<file path="config.mk">
export PLATFORM = sky130hd
export DESIGN_NAME = ysyx_24080006_mdu
export DESIGN_NICKNAME = d
export VERILOG_FILES = /design/src/rtl/ysyx_24080006_pkg.sv /design/src/rtl/ysyx_24080006_mdu_neg.sv /design/src/rtl/ysyx_24080006_mdu.sv
export SDC_FILE = /design/constraint.sdc
export NUM_CORES = 1
export LEC_CHECK = 0
export CAP_MARGIN = 20
export CELL_PAD_IN_SITES_DETAIL_PLACEMENT = 0
export CELL_PAD_IN_SITES_GLOBAL_PLACEMENT = 1
export CORE_AREA = 10 10 148 287
export DETAILED_ROUTE_END_ITERATION = 10
export DIE_AREA = 0 0 158 297
export HOLD_SLACK_MARGIN = 0.02
export PLACE_DENSITY = 0.77
export SETUP_SLACK_MARGIN = 0.2
export SLEW_MARGIN = 20
export SYNTH_ARGS = -nofsm -noshare
export SYNTH_HDL_FRONTEND = slang
export SYNTH_SLANG_ARGS = --single-unit
</file>
<file path="constraint.sdc">
create_clock -name clock -period 11.2 [get_ports clock]
set_clock_uncertainty 0.15 [all_clocks]
set_input_delay 1.68 -clock clock [delete_from_list [all_inputs] [get_ports clock]]
set_output_delay 1.68 -clock clock [all_outputs]
set_load 0.005 [all_outputs]
</file>
<file path="src/rtl/ysyx_24080006_pkg.sv">
// Shared types for the EX-stage multiply/divide unit and its link to the ALU adder.
package ysyx_24080006_pkg;

    typedef enum logic [2:0] {
        MUL    = 3'd0,
        MULH   = 3'd1,
        MULHSU = 3'd2,
        MULHU  = 3'd3,
        DIV    = 3'd4,
        DIVU   = 3'd5,
        REM    = 3'd6,
        REMU   = 3'd7
    } mdu_op_e;

    typedef enum logic [1:0] {
        IDLE = 2'd0,
        CALC = 2'd1,
        DONE = 2'd2
    } mdu_state_e;

    localparam int MDU_ITER = 32;

    typedef struct packed {
        logic [32:0] a;
        logic [32:0] b;
    } mdu2alu_t;

    typedef struct packed {
        logic [33:0] res_34;
        logic [31:0] res_32;
        logic        not_zero;
    } alu2mdu_t;

    function automatic logic op_is_div(input mdu_op_e op);
        return op inside {DIV, DIVU, REM, REMU};
    endfunction

    function automatic logic op_is_rem(input mdu_op_e op);
        return op inside {REM, REMU};
    endfunction

    function automatic logic op_is_mulh(input mdu_op_e op);
        return op inside {MULH, MULHSU, MULHU};
    endfunction

    function automatic logic op_a_signed(input mdu_op_e op);
        return op inside {MUL, MULH, MULHSU, DIV, REM};
    endfunction

    function automatic logic op_b_signed(input mdu_op_e op);
        return op inside {MUL, MULH, DIV, REM};
    endfunction

endpackage

</file>
<file path="src/rtl/ysyx_24080006_mdu_neg.sv">
// Combinational 64-bit conditional two's-complement negate.
module ysyx_24080006_mdu_neg (
    input  logic        enable,
    input  logic [63:0] in,
    output logic [63:0] out
);
    assign out = enable ? (~in + 64'd1) : in;
endmodule

</file>
<file path="src/rtl/ysyx_24080006_mdu.sv">
// Iterative RV32M multiply/divide unit; borrows the ALU's 33-bit adder while in CALC.
module ysyx_24080006_mdu
    import ysyx_24080006_pkg::*;
(
    input  logic        clock,
    input  logic        reset,
    input  logic        flush,
    input  logic        in_valid,
    output logic        in_ready,
    input  logic [2:0]  in_op,
    input  logic [31:0] in_a,
    input  logic [31:0] in_b,
    output logic        out_valid,
    input  logic        out_ready,
    output logic [31:0] out_result,
    output logic        mdu_enable,
    output mdu2alu_t    mdu2alu,
    input  alu2mdu_t    alu2mdu
);
    localparam int CNT_W = $clog2(MDU_ITER) + 1;

    mdu_state_e       state_q, state_d;
    mdu_op_e          op_in, op_q;
    logic [31:0]      m_q, hi_q, lo_q, hi_nxt, lo_nxt;
    logic [CNT_W-1:0] cnt_q;
    logic             neg_q, sign_a, sign_b, div_zero, accept, last_iter, ge;
    logic [32:0]      r_sh, mul_sum;
    logic [63:0]      neg_a, neg_b, fix_in, fix_out;
    logic             unused_bits;

    assign op_in     = mdu_op_e'(in_op);
    assign sign_a    = op_a_signed(op_in) & in_a[31];
    assign sign_b    = op_b_signed(op_in) & in_b[31];
    assign div_zero  = op_is_div(op_in) && (in_b == 32'd0);
    assign accept    = in_valid & in_ready & ~flush;
    assign last_iter = (cnt_q == CNT_W'(1));

    ysyx_24080006_mdu_neg u_neg_a (.enable(sign_a), .in({32'd0, in_a}), .out(neg_a));
    ysyx_24080006_mdu_neg u_neg_b (.enable(sign_b), .in({32'd0, in_b}), .out(neg_b));

    // Restoring-divide partial remainder and shift-add partial sum share the hi/lo pair.
    assign r_sh    = {hi_q, lo_q[31]};
    assign ge      = r_sh[32] | alu2mdu.res_34[33];
    assign mul_sum = alu2mdu.res_34[33:1];

    always_comb begin
        if (op_is_div(op_q)) begin
            hi_nxt = ge ? alu2mdu.res_32 : r_sh[31:0];
            lo_nxt = {lo_q[30:0], ge};
        end else begin
            hi_nxt = mul_sum[32:1];
            lo_nxt = {mul_sum[0], lo_q[31:1]};
        end
    end

    // Final sign fixup is taken from the last iteration's next values so DONE entry registers it.
    assign fix_in = op_is_div(op_q) ? {32'd0, (op_is_rem(op_q) ? hi_nxt : lo_nxt)}
                                    : {hi_nxt, lo_nxt};

    ysyx_24080006_mdu_neg u_neg_fix (.enable(neg_q), .in(fix_in), .out(fix_out));

    assign unused_bits = ^{neg_a[63:32], neg_b[63:32], alu2mdu.res_34[0], alu2mdu.not_zero};

    always_ff @(posedge clock or posedge reset) begin
        if (reset) begin
            state_q <= IDLE;
        end else begin
            state_q <= state_d;
        end
    end

    always_comb begin
        state_d = state_q;
        if (flush) begin
            state_d = IDLE;
        end else begin
            case (state_q)
                IDLE:    if (accept) state_d = div_zero ? DONE : CALC;
                CALC:    if (last_iter) state_d = DONE;
                DONE:    if (out_ready) state_d = IDLE;
                default: state_d = IDLE;
            endcase
        end
    end

    always_comb begin
        in_ready   = (state_q == IDLE);
        out_valid  = (state_q == DONE);
        mdu_enable = (state_q == CALC);
        mdu2alu    = '0;
        if (state_q == CALC) begin
            if (op_is_div(op_q)) begin
                mdu2alu.a = {r_sh[31:0], 1'b1};
                mdu2alu.b = ~{m_q, 1'b0};
            end else begin
                mdu2alu.a = {hi_q, 1'b0};
                mdu2alu.b = lo_q[0] ? {m_q, 1'b0} : 33'd0;
            end
        end
    end

    always_ff @(posedge clock or posedge reset) begin
        if (reset) begin
            op_q       <= MUL;
            m_q        <= '0;
            hi_q       <= '0;
            lo_q       <= '0;
            cnt_q      <= '0;
            neg_q      <= 1'b0;
            out_result <= '0;
        end else if (accept) begin
            op_q  <= op_in;
            m_q   <= op_is_div(op_in) ? neg_b[31:0] : neg_a[31:0];
            lo_q  <= op_is_div(op_in) ? neg_a[31:0] : neg_b[31:0];
            hi_q  <= '0;
            cnt_q <= CNT_W'(MDU_ITER);
            neg_q <= op_is_rem(op_in) ? sign_a : (sign_a ^ sign_b);
            if (div_zero) begin
                out_result <= op_is_rem(op_in) ? in_a : 32'hFFFF_FFFF;
            end
        end else if (state_q == CALC && !flush) begin
            hi_q  <= hi_nxt;
            lo_q  <= lo_nxt;
            cnt_q <= cnt_q - CNT_W'(1);
            if (last_iter) begin
                out_result <= op_is_mulh(op_q) ? fix_out[63:32] : fix_out[31:0];
            end
        end
    end

endmodule
</file>
==> metrics.cfg <==
[timing]
rsz0062_at_grt = no
period_needed_ns = 6.414
timing.fmax_mhz = 155.9
final-setup-viol-count = 0
period_share = 0.5727
drv_slew = 0
worst_pin_slew_ns = 1.210
slew_headroom = 0.1846
finalHoldViolations = 0
fin_tns_setup_ns = 0

[final_layout]
area_growth_pct = 24.93
instances_no_fill = 2423
layout-drive-gt1-share = 0.05564
fin_util = 0.4341
fin_nets = 2090

[power_and_ir_drop]
p_per_area_nw_per_um2 = 188.8
p_total_mw = 3.097
leakagePower_nw = 6.295
ir_drop_v = 0.0001239

[logic_synthesis]
yosysMostFrequentCell = nor2_1
ys_seq_area_frac = 0.2668
synthFlopType = dfrtp_1
syn_inst = 1798
synth_cell_type_count = 83
synth_top_area_share = 0.2668
avgSynthCellArea_um2 = 7.303
synth_edf_count = 0
ys_ff_latch = 140
async_flop_share = 1.000
synth_area_um2 = 13130
synth_largest_area_cell = dfrtp_1
yosys_warnings = 0
synth_common_cells = 286 x nor2_1, 190 x a21oi_1, 168 x nand2_1, 159 x o21ai_0, 140 x dfrtp_1
syn_nets = 1942
synth.area.top_cells = dfrtp_1 27%, mux2i_1 9.4%, nor2_1 8.2%, a21oi_1 7.2%, o21ai_0 6.1%

[cts]
postCtsHoldBufs = 0
cts_setup_buffers = 0
cts_resized = 0
numCtsBuffers = 17
clock_latency_ns = 0.46
clockRootBuffer = clkbuf_16
clkTransAtPathRegs_ns = 0.07
ctsLongestPathBuffers = 2
htree_levels = 4
cts_tree = done
clock-sinks = 140

[grt]
grt_usage = 0.2931
grt_max_degree = 154
overflow = 0
first_global_vias = 14287
antenna_found_initial = 1
grt_pass1_wl_mm = 100.6

[setup_path]
worstSetupPathType = input pin to flip-flop
slowest_stage = nor3_2
critPathTopFamily = simple AND/OR/NAND/NOR gates
crit_path_end_kind = flip-flop
crit_top_cell = buf_4
cp_num_buf_inv = 4
max_stage_delay_ns = 0.65
cp.required_ns = 11.36
critPathLaunchType = input pin
critPathMaxFanout = 39
worstPathArrival_ns = 6.57
crit_chain = clkdlybuf4s50_1, buf_4, or2_2, buf_4, mux2i_1, a21oi_1, a21oi_1, ha_1, nand4_1, o21ai_1, buf_4, nand2_1, nor3_2, mux2i_1, nor4_1, o21ai_0

[flow_run]
cap_viol_max_count = 0

[route]
antenna_left = 0
drt_wl_total_mm = 70.37
num_vias = 14656
wire_per_inst_um = 29.04
viasPerCell = 6.049
drtIter0Drc = 1288
dr.pass1.iters = 7
remaining_drc_errors = 0

[floorplan]
num_rows = 101
die-area_um2 = 46930
die_x_um = 158
num_io_pins = 240
die_y_um = 297
initial_core_util = 0.3475
fp.coreArea_um2 = 37790

[outcome]
status = completed

[placement]
port_buffers = 237
place_congestion = 0.9618
dp_hpwl_mm = 54.78
dp.cells = 2390

[min_path]
hold_class = flip-flop to flip-flop

[layer usage]
metal | vias up | GRT usage | wire (µm)
li1 | 6839 | - | -
met1 | 6917 | 0.3062 | 24760
met3 | 170 | 0.04545 | 3762
met2 | 730 | 0.4982 | 35070
met5 | - | 0 | 0
met4 | 0 | 0.2469 | 6772
[cell type report]
type                    count  area [µm²]
inverters                  24       95.09
clock buffers              17       425.4
diodes                      1       2.502
clock inverters            15       145.1
multi-input cells        1492        9014
repair buffers            271        2635
well taps                 463       579.3
flip-flops and latches    140        3507
fillers                  3932       21380
[per-stage QoR]
stage | cell area [µm²] | worst slack (ns) | hold slack [ns]
global route | 16400 | 4.611 | 0.3857
global placement | 15820 | 4.414 | 0.3286
detailed placement | 15820 | 4.412 | 0.3419
finish | 16400 | 4.786 | 0.3559
floorplan | 13130 | 5.617 | 0.3112
CTS | 16390 | 4.878 | 0.3589
[power breakdown]
group / switching [mW] / internal (mW)
logic: 0.988 / 0.636
registers: 0.232 / 0.661
clock network: 0.284 / 0.296
total: 1.50 / 1.59
[flip-flops by register name (all words and copies together), names as in the netlist]
register / count
hi_q: 32
lo_q: 32
m_q: 32
out_result: 32
cnt_q: 6
op_q: 3
state_q: 2
neg_q: 1
[cell families after synthesis]
family,after synthesis,share of synthesized area
mux,130,0.09977
xor+xnor,99,0.06604
compound gates,574,0.2698
simple gates,684,0.2426
buf+inv,166,0.05022
fa+ha+maj,5,0.004765
flops,140,0.2668
[final timing paths]
check / startpoint / endpoint / slack (ns) / depth (start not counted)
max: alu2mdu[66] / out_result[20] / 4.79 / 16
min: m_q[29] / m_q[29] / 0.36 / 2
max reg2reg: op_q[2] / out_result[20] / 5.53 / 9
min reg2reg: m_q[29] / m_q[29] / 0.36 / 2
max in group asynchronous: reset / out_result[5] / 7.93 / 3
min in group asynchronous: reset / hi_q[8] / 1.61 / 2
[cells in the final DEF (no fill, tap or decap), types with 21 or more instances in the layout]
cell	Yosys	layout
a21oi_1	190	190
dfrtp_1	140	139
o211ai_1	42	42
nor3_1	48	48
nor4_1	23	23
mux2i_1	123	123
o21ai_0	159	159
xnor2_1	66	66
nand2_1	168	168
nor2_1	286	283
nor2b_1	24	23
o221ai_1	22	22
inv_1	23	21
or3_1	25	25
nand3_1	23	23
xor2_1	33	33
buf_4	4	33
clkdlybuf4s50_1	0	236
a31oi_1	28	27
[worst min-delay path: stages (launching register included)]
cell	delay, ns
dfrtp_1	0.37
nand2_1	0.06
nand2_1	0.05
(Power assumes the default switching activity.)
